--- config.mk ---
export PLATFORM = sky130hd
export DESIGN_NAME = dds_sweep_ctrl_flat
export DESIGN_NICKNAME = d
export VERILOG_FILES = /design/src/rtl/dds_sweep_ctrl_if.sv /design/src/rtl/dds_sweep_ctrl.sv /design/src/flat_wrapper.sv
export SDC_FILE = /design/constraint.sdc
export NUM_CORES = 1
export LEC_CHECK = 0
export CELL_PAD_IN_SITES_DETAIL_PLACEMENT = 1
export CELL_PAD_IN_SITES_GLOBAL_PLACEMENT = 1
export CORE_MARGIN = 3
export CORE_UTILIZATION = 30
export CTS_CLUSTER_DIAMETER = 30
export DETAILED_ROUTE_END_ITERATION = 10
export GPL_ROUTABILITY_DRIVEN = 1
export GPL_TIMING_DRIVEN = 1
export PLACE_DENSITY_LB_ADDON = 0.1
export SYNTH_ARGS = -nofsm -noshare
export SYNTH_HDL_FRONTEND = slang
export SYNTH_SLANG_ARGS = --single-unit
--- constraint.sdc ---
create_clock -name CLK -period 6 [get_ports CLK]
set_clock_uncertainty 0.05 [all_clocks]
set_input_delay 0.9 -clock CLK [delete_from_list [all_inputs] [get_ports CLK]]
set_output_delay 0.9 -clock CLK [all_outputs]
set_load 0.02 [all_outputs]
--- src/rtl/dds_sweep_ctrl_if.sv ---
// Control/status bundle between the register block (master) and the DDS sweep sequencer (slave).
interface dds_sweep_ctrl_if #(
  parameter int FTW_W   = 32,
  parameter int DWELL_W = 16
);
  logic [FTW_W-1:0]   cfg_start_ftw;
  logic [FTW_W-1:0]   cfg_stop_ftw;
  logic [FTW_W-1:0]   cfg_step_ftw;
  logic [DWELL_W-1:0] cfg_dwell;
  logic [1:0]         cfg_mode;
  logic               start;
  logic               abort;
  logic [FTW_W-1:0]   ftw_out;
  logic               ftw_valid;
  logic               phase_clr;
  logic               busy;
  logic               done;
  logic               err;

  modport master (
    output cfg_start_ftw, cfg_stop_ftw, cfg_step_ftw, cfg_dwell, cfg_mode, start, abort,
    input  ftw_out, ftw_valid, phase_clr, busy, done, err
  );

  modport slave (
    input  cfg_start_ftw, cfg_stop_ftw, cfg_step_ftw, cfg_dwell, cfg_mode, start, abort,
    output ftw_out, ftw_valid, phase_clr, busy, done, err
  );
endinterface

--- src/rtl/dds_sweep_ctrl.sv ---
// Frequency-sweep sequencer: steps the DDS tuning word from start to stop with a fixed dwell,
// in single, sawtooth-repeat or triangle mode.
module dds_sweep_ctrl #(
  parameter int FTW_W   = 32,
  parameter int DWELL_W = 16
) (
  input  logic            CLK,
  input  logic            RST,
  dds_sweep_ctrl_if.slave bus
);

  typedef enum logic [1:0] {
    S_IDLE = 2'd0,
    S_RUN  = 2'd1,
    S_STEP = 2'd2
  } state_t;

  state_t             r_state;
  logic [FTW_W-1:0]   r_start;
  logic [FTW_W-1:0]   r_stop;
  logic [FTW_W-1:0]   r_step;
  logic [1:0]         r_mode;
  logic               r_single;
  logic [DWELL_W-1:0] r_reload;
  logic [DWELL_W-1:0] r_cnt;
  logic               r_dir_down;
  logic [FTW_W-1:0]   r_ftw;
  logic               r_valid;
  logic               r_pclr;
  logic               r_busy;
  logic               r_done;
  logic               r_err;

  logic [DWELL_W-1:0] w_dwell_eff;
  logic               w_dwell_is1;
  logic [DWELL_W-1:0] w_reload;
  logic               w_cfg_bad;
  logic [FTW_W:0]     w_up_sum;
  logic [FTW_W:0]     w_dn_diff;
  logic [FTW_W-1:0]   w_up_next;
  logic [FTW_W-1:0]   w_dn_next;
  logic [FTW_W-1:0]   w_step_ftw;
  logic               w_step_dir_down;
  logic               w_step_fin;

  // The STEP cycle is one of the D hold cycles, so RUN only covers the remaining D-1.
  assign w_dwell_eff = (bus.cfg_dwell == {DWELL_W{1'b0}}) ? {{(DWELL_W-1){1'b0}}, 1'b1} : bus.cfg_dwell;
  assign w_dwell_is1 = (w_dwell_eff == {{(DWELL_W-1){1'b0}}, 1'b1});
  assign w_reload    = w_dwell_eff - {{(DWELL_W-2){1'b0}}, 2'b10};
  assign w_cfg_bad   = (bus.cfg_step_ftw == {FTW_W{1'b0}}) || (bus.cfg_start_ftw > bus.cfg_stop_ftw);

  // Extra MSB catches carry/borrow so the word can never wrap outside [start, stop].
  assign w_up_sum  = {1'b0, r_ftw} + {1'b0, r_step};
  assign w_dn_diff = {1'b0, r_ftw} - {1'b0, r_step};
  assign w_up_next = (w_up_sum >= {1'b0, r_stop}) ? r_stop : w_up_sum[FTW_W-1:0];
  assign w_dn_next = (w_dn_diff[FTW_W] || (w_dn_diff[FTW_W-1:0] <= r_start)) ? r_start
                                                                             : w_dn_diff[FTW_W-1:0];

  // Next tuning word and direction at the end of the current dwell.
  always_comb begin
    w_step_ftw      = r_ftw;
    w_step_dir_down = r_dir_down;
    w_step_fin      = 1'b0;
    if (!r_dir_down) begin
      if (r_ftw == r_stop) begin
        case (r_mode)
          2'd1: begin
            w_step_ftw      = r_start;
            w_step_dir_down = 1'b0;
          end
          2'd2: begin
            w_step_ftw      = w_dn_next;
            w_step_dir_down = 1'b1;
          end
          default: begin
            w_step_fin = 1'b1;
          end
        endcase
      end else begin
        w_step_ftw      = w_up_next;
        w_step_dir_down = 1'b0;
      end
    end else begin
      if (r_ftw == r_start) begin
        w_step_ftw      = w_up_next;
        w_step_dir_down = 1'b0;
      end else begin
        w_step_ftw      = w_dn_next;
        w_step_dir_down = 1'b1;
      end
    end
  end

  // Sweep FSM with registered outputs; abort overrides everything except reset.
  always_ff @(posedge CLK) begin
    if (RST) begin
      r_state    <= S_IDLE;
      r_start    <= {FTW_W{1'b0}};
      r_stop     <= {FTW_W{1'b0}};
      r_step     <= {FTW_W{1'b0}};
      r_mode     <= 2'd0;
      r_single   <= 1'b0;
      r_reload   <= {DWELL_W{1'b0}};
      r_cnt      <= {DWELL_W{1'b0}};
      r_dir_down <= 1'b0;
      r_ftw      <= {FTW_W{1'b0}};
      r_valid    <= 1'b0;
      r_pclr     <= 1'b0;
      r_busy     <= 1'b0;
      r_done     <= 1'b0;
      r_err      <= 1'b0;
    end else begin
      r_valid <= 1'b0;
      r_pclr  <= 1'b0;
      r_done  <= 1'b0;
      r_err   <= 1'b0;
      if (bus.abort) begin
        r_state <= S_IDLE;
        r_busy  <= 1'b0;
        r_cnt   <= {DWELL_W{1'b0}};
      end else begin
        case (r_state)
          S_IDLE: begin
            if (bus.start) begin
              if (w_cfg_bad) begin
                r_err <= 1'b1;
              end else begin
                r_start    <= bus.cfg_start_ftw;
                r_stop     <= bus.cfg_stop_ftw;
                r_step     <= bus.cfg_step_ftw;
                r_mode     <= (bus.cfg_mode == 2'd3) ? 2'd0 : bus.cfg_mode;
                r_single   <= w_dwell_is1;
                r_reload   <= w_reload;
                r_dir_down <= 1'b0;
                r_ftw      <= bus.cfg_start_ftw;
                r_valid    <= 1'b1;
                r_pclr     <= 1'b1;
                r_busy     <= 1'b1;
                if (w_dwell_is1) begin
                  r_state <= S_STEP;
                end else begin
                  r_state <= S_RUN;
                  r_cnt   <= w_reload;
                end
              end
            end else begin
              r_state <= S_IDLE;
            end
          end
          S_RUN: begin
            if (r_cnt == {DWELL_W{1'b0}}) begin
              r_state <= S_STEP;
            end else begin
              r_cnt <= r_cnt - {{(DWELL_W-1){1'b0}}, 1'b1};
            end
          end
          S_STEP: begin
            if (w_step_fin) begin
              r_state <= S_IDLE;
              r_done  <= 1'b1;
              r_busy  <= 1'b0;
            end else begin
              r_ftw      <= w_step_ftw;
              r_dir_down <= w_step_dir_down;
              r_valid    <= 1'b1;
              if (r_single) begin
                r_state <= S_STEP;
              end else begin
                r_state <= S_RUN;
                r_cnt   <= r_reload;
              end
            end
          end
          default: begin
            r_state <= S_IDLE;
            r_busy  <= 1'b0;
          end
        endcase
      end
    end
  end

  assign bus.ftw_out   = r_ftw;
  assign bus.ftw_valid = r_valid;
  assign bus.phase_clr = r_pclr;
  assign bus.busy      = r_busy;
  assign bus.done      = r_done;
  assign bus.err       = r_err;

endmodule

--- src/flat_wrapper.sv ---
// flat-port wrapper written by rule: the top's interface ports become plain ports
module dds_sweep_ctrl_flat 
#(
  parameter int FTW_W   = 32,
  parameter int DWELL_W = 16
)
  (CLK, RST, bus_cfg_start_ftw, bus_cfg_stop_ftw, bus_cfg_step_ftw, bus_cfg_dwell, bus_cfg_mode, bus_start, bus_abort, bus_ftw_out, bus_ftw_valid, bus_phase_clr, bus_busy, bus_done, bus_err);
  dds_sweep_ctrl_if #(.FTW_W(FTW_W), .DWELL_W(DWELL_W)) bus_i ();
  input  logic CLK;
  input  logic RST;
  input wire logic [$bits(bus_i.cfg_start_ftw)-1:0] bus_cfg_start_ftw;
  input wire logic [$bits(bus_i.cfg_stop_ftw)-1:0] bus_cfg_stop_ftw;
  input wire logic [$bits(bus_i.cfg_step_ftw)-1:0] bus_cfg_step_ftw;
  input wire logic [$bits(bus_i.cfg_dwell)-1:0] bus_cfg_dwell;
  input wire logic [$bits(bus_i.cfg_mode)-1:0] bus_cfg_mode;
  input wire logic [$bits(bus_i.start)-1:0] bus_start;
  input wire logic [$bits(bus_i.abort)-1:0] bus_abort;
  output wire logic [$bits(bus_i.ftw_out)-1:0] bus_ftw_out;
  output wire logic [$bits(bus_i.ftw_valid)-1:0] bus_ftw_valid;
  output wire logic [$bits(bus_i.phase_clr)-1:0] bus_phase_clr;
  output wire logic [$bits(bus_i.busy)-1:0] bus_busy;
  output wire logic [$bits(bus_i.done)-1:0] bus_done;
  output wire logic [$bits(bus_i.err)-1:0] bus_err;
  assign bus_i.cfg_start_ftw = bus_cfg_start_ftw;
  assign bus_i.cfg_stop_ftw = bus_cfg_stop_ftw;
  assign bus_i.cfg_step_ftw = bus_cfg_step_ftw;
  assign bus_i.cfg_dwell = bus_cfg_dwell;
  assign bus_i.cfg_mode = bus_cfg_mode;
  assign bus_i.start = bus_start;
  assign bus_i.abort = bus_abort;
  assign bus_ftw_out = bus_i.ftw_out;
  assign bus_ftw_valid = bus_i.ftw_valid;
  assign bus_phase_clr = bus_i.phase_clr;
  assign bus_busy = bus_i.busy;
  assign bus_done = bus_i.done;
  assign bus_err = bus_i.err;
  dds_sweep_ctrl #(.FTW_W(FTW_W), .DWELL_W(DWELL_W)) u_core (.CLK(CLK), .RST(RST), .bus(bus_i));
endmodule
==> flow_results.org <==
** Timing
- Setup total negative slack on the finished layout was measured at 0 ps.
- Setup slack after layout :: roughly 300 ps
- Final slew viol count :: 0
- Number of failing hold endpoints at the final stage :: 0
- Final Setup Violations :: 0
- Unrepaired setup endpoints after global routing :: no
- Headroom to the max-slew limit came out at between 10 and 15%.
- Slew at the pin with the worst max-slew slack :: 1320 ps
- Post-layout min period :: about 5700 ps
- Final Cycle Share :: ~95%
- Peak Freq :: 0.175 GHz
- The tightest hold path in the finished design has a slack of between 400 and 500 ps.

** Cells and area
- For this run, the post-layout net count is 2513.
- Share of final-layout standard cells stronger than drive strength 1 :: about 8.0%
- The area growth from synthesis to layout is 20.9%.
- The number of antenna diodes in the final layout is 0.
- Filler cells :: approximately 6200

** Min path
- End point of the worst hold path :: u_core.r_reload[6]$_SDFFE_PP0P_
- Hold path depth :: 2
- Startpoint of the worst hold path :: u_core.r_reload[6]$_SDFFE_PP0P_
- Worst hold path type :: flip-flop to flip-flop

** Die
- The floorplan has a little over 80 rows.
- DIE WIDTH :: ~230 µm
- The initial utilization of the core area, before any placement, comes to between 30% and 40%.
- Top Ports :: about 160
- Die area :: 54100 µm²
- In this run the standard cell core region covers approximately 50000 µm².
- Die height :: ~230 µm

** GRT
- The initial antenna violation count is 0.
- Entering global routing, the biggest net connects 75 pins.
- The first global-routing pass estimated 108000 µm of wire.
- Total track usage :: 26.8%
- Vias in the first global route :: 16573
- Global route overflow :: 0

** Power
- Total power for the finished layout comes to 5.04 mW.
- Leakage power figure :: 6.99 nW
- The worst-case IR drop observed on VDD is ~0.23 mV.
- Cell Pwr Density :: 270 nW/µm²

** Route
- DR vias/cell :: 5.58
- The detailed router finished its first iteration with between 1000 and 1500 violations.
- Wires add up to between 70000 and 80000 µm.
- Average wire per cell in the routed design :: roughly 25 µm
- Detailed-route DRC error count :: 0
- The routed layout has around 16000 vias.
- The first detailed-routing pass ran for 5 iterations.
- Number of routed nets with antenna violations :: 0

** Critical path
- At the worst endpoint, the arrival time is 6030 ps.
- Worst setup SP type :: flip-flop
- Counting cells, the worst reg-to-reg path comes to 20.
- Worst setup EP type :: flip-flop
- Startpoint of the most critical register-to-register path :: u_core.bus.ftw_out[2]$_SDFFE_PP0P_
- Worst setup path category :: flip-flop to flip-flop
- WP data required :: between 6000 and 7000 ps
- The endpoint identified for the worst register-to-register timing path is u_core.bus.ftw_out[8]$_SDFFE_PP0P_.
- For flop-to-flop paths, the worst setup slack is between 300 and 400 ps.
- Of all nets on the critical path, the largest fanout is 13.

** CTS
- Clock latency on the worst-skew pair :: 500 ps
- TritonCTS built the clock tree.
- Counting along the longest clock path gives a buffer depth of 2.
- CTS H-Tree Depth :: 4
- In this run the clock root is driven by a sky130_fd_sc_hd__clkbuf_16.
- After clock tree synthesis, the clock-pin slew on the worst setup and hold paths is approximately 80 ps.
- Clock net sink count :: approximately 170
- The number of clock buffers added by TritonCTS is 17.
- Hold Buf Count CTS :: 0

** Placed design
- At the placement stage, the worst setup path has a slack of approximately 96 ps.
- Detailed placement ended at an HPWL of 58500 µm.
- Count of input and output buffers :: 154
- Gpl congestion :: between 0.9 and 1

** Synthesis
- A synthesized cell averages between 7 and 8 µm².
- The number of nets handed over by synthesis was 2370.
- The synthesized netlist contains between 70 and 80 unique library cells.
- Main flop type after synthesis :: sky130_fd_sc_hd__dfxtp_1
- In this run, synthesis produced a sequential element count of 171.
- Syn Inst Count :: about 2100
- EDFF count, synth :: 0
- The cell area that synthesis handed to floorplanning was around 15000 µm².
- Of the synthesized area, sequential elements account for roughly 22%.
- Synthesis Warnings :: 0
- In the synthesized netlist the async set-or-reset flop fraction comes to 0%.

** Status
- Result of the run :: complete, no violations

** Job
- Number of violations of the max-capacitance limit :: 0
-- sequential cells by signal (all words and copies together) (netlist names), 2 cells and up --
signal / cells
u_core.r_cnt: 16
u_core.r_reload: 16
u_core.r_start: 32
u_core.bus.ftw_out: 32
u_core.r_mode: 2
u_core.r_state: 2
u_core.r_step: 32
u_core.r_stop: 32
-- kinds of logic after synthesis --
| family | after synthesis | share of synthesized area, % |
|---|---|---|
| flip-flops | 171 | 22.2 |
| adder cells (fa/ha/maj) | 170 | 13.9 |
| AND/OR/NAND/NOR | 640 | 19.4 |
| buffers and inverters | 290 | 7.61 |
| multiplexers | 47 | 3.17 |
| XOR/XNOR | 144 | 8.18 |
| AO/OA/AOI/OAI | 620 | 25.6 |
-- worst max-delay path, stage by stage, from the launching register on --
cell	delay, ps
sky130_fd_sc_hd__dfxtp_1	500
sky130_fd_sc_hd__ha_1	390
sky130_fd_sc_hd__nand2b_4	200
sky130_fd_sc_hd__a221oi_2	450
sky130_fd_sc_hd__o2111a_1	430
sky130_fd_sc_hd__o211ai_1	180
sky130_fd_sc_hd__a31oi_1	360
sky130_fd_sc_hd__or4_1	160
sky130_fd_sc_hd__nand3_1	130
sky130_fd_sc_hd__ha_1	350
sky130_fd_sc_hd__a211oi_1	360
sky130_fd_sc_hd__o21ai_0	160
sky130_fd_sc_hd__a211oi_1	230
sky130_fd_sc_hd__a21oi_1	130
sky130_fd_sc_hd__nor4_4	380
sky130_fd_sc_hd__buf_4	190
sky130_fd_sc_hd__buf_4	240
sky130_fd_sc_hd__a21oi_1	100
sky130_fd_sc_hd__a21oi_1	150
sky130_fd_sc_hd__nor2_1	50
sky130_fd_sc_hd__o31a_1	350
-- through the flow --
step / area, µm² / util, % / cells
4_1_cts: 18600 / 36.8 / 2906
3_3_place_gp: 18000 / 35.7 / 2875
2_1_floorplan: 15400 / - / 2082
6_report: 18600 / 36.9 / 2909
3_5_place_dp: 18000 / 35.7 / 2875
5_1_grt: 18600 / 36.9 / 2909
-- cell usage after synthesis (25+ instances only) --
library cell | n | area (µm²)
sky130_fd_sc_hd__nand2_1 | 305 | 1140
sky130_fd_sc_hd__a21oi_1 | 259 | 1300
sky130_fd_sc_hd__dfxtp_1 | 171 | 3420
sky130_fd_sc_hd__inv_1 | 171 | 642
sky130_fd_sc_hd__ha_1 | 168 | 2100
sky130_fd_sc_hd__xnor2_1 | 122 | 1070
sky130_fd_sc_hd__o21ai_0 | 104 | 521
sky130_fd_sc_hd__nor2_1 | 103 | 387
sky130_fd_sc_hd__clkbuf_1 | 73 | 274
sky130_fd_sc_hd__nand4_1 | 47 | 294
sky130_fd_sc_hd__mux2i_1 | 42 | 420
sky130_fd_sc_hd__nand3_1 | 35 | 175
sky130_fd_sc_hd__nor3_1 | 34 | 170
sky130_fd_sc_hd__buf_2 | 31 | 155
sky130_fd_sc_hd__nor4_1 | 30 | 188
sky130_fd_sc_hd__a221oi_1 | 25 | 219
-- layout make-up --
cell class | instances | area (µm²) | share of cell area (%)
clock buffers | 19 | 443 | 2.38
clock inverters | 12 | 106 | 0.571
inverters | 177 | 664 | 3.56
multi-input cells | 1622 | 10900 | 58.6
flip-flops and latches | 171 | 3420 | 18.4
well taps | 672 | 841 | 4.51
repair buffers | 236 | 2230 | 12.0
-- power breakdown --
group,leakage (nW),switching (mW),total [mW],internal [mW]
clock,0.266,0.573,1.12,0.550
sequential,1.39,0.0886,1.29,1.20
combinational,5.33,1.62,2.62,1.01
-- cell usage in the layout (no fill, tap or decap), drive strengths merged, types with 21 or more instances in the layout --
cell type / synthesis / routed
xnor2: 122 / 122
nand4: 47 / 47
xor2: 22 / 22
nor3: 34 / 34
a31oi: 21 / 21
nor2: 104 / 104
nand3: 35 / 35
nor4: 33 / 33
dfxtp: 171 / 171
clkdlybuf4s50: 0 / 153
nand2: 306 / 306
mux2i: 42 / 42
o21ai: 105 / 105
a211oi: 25 / 25
a221oi: 28 / 28
inv: 175 / 181
a21oi: 259 / 259
ha: 168 / 168
buf: 40 / 83
-- per-layer routing --
metal  up-vias  global-route usage, %  part of all wire (%)
met4         0                   8.66                   2.7
met3        80                   4.31                   4.6
li1       7707                      -                     -
met1      8082                   36.9                    47
met2       368                   42.7                    45
met5         -                      0                     0
-- how the worst max path moves through the flow --
stage	depth (start not counted)	to	start	slack, ps
floorplan	21	u_core.bus.ftw_out[18]$_SDFFE_PP0P_	u_core.bus.ftw_out[7]$_SDFFE_PP0P_	1060
global placement	20	u_core.bus.ftw_out[20]$_SDFFE_PP0P_	u_core.bus.ftw_out[1]$_SDFFE_PP0P_	290
detailed placement	20	u_core.bus.ftw_out[31]$_SDFFE_PP0P_	u_core.r_step[4]$_SDFFE_PP0P_	100
CTS	20	u_core.bus.ftw_out[20]$_SDFFE_PP0P_	u_core.r_step[4]$_SDFFE_PP0P_	60
global route	22	u_core.bus.ftw_out[20]$_SDFFE_PP0P_	u_core.r_step[9]$_SDFFE_PP0P_	0.2
finish	20	u_core.bus.ftw_out[8]$_SDFFE_PP0P_	u_core.bus.ftw_out[2]$_SDFFE_PP0P_	300
-- timing repair --
item                                    CTS  global route
endpoints found under the setup margin    0            32
gates resized for setup                   0            15
buffers inserted                          0             2
(Power assumes the default switching activity.)
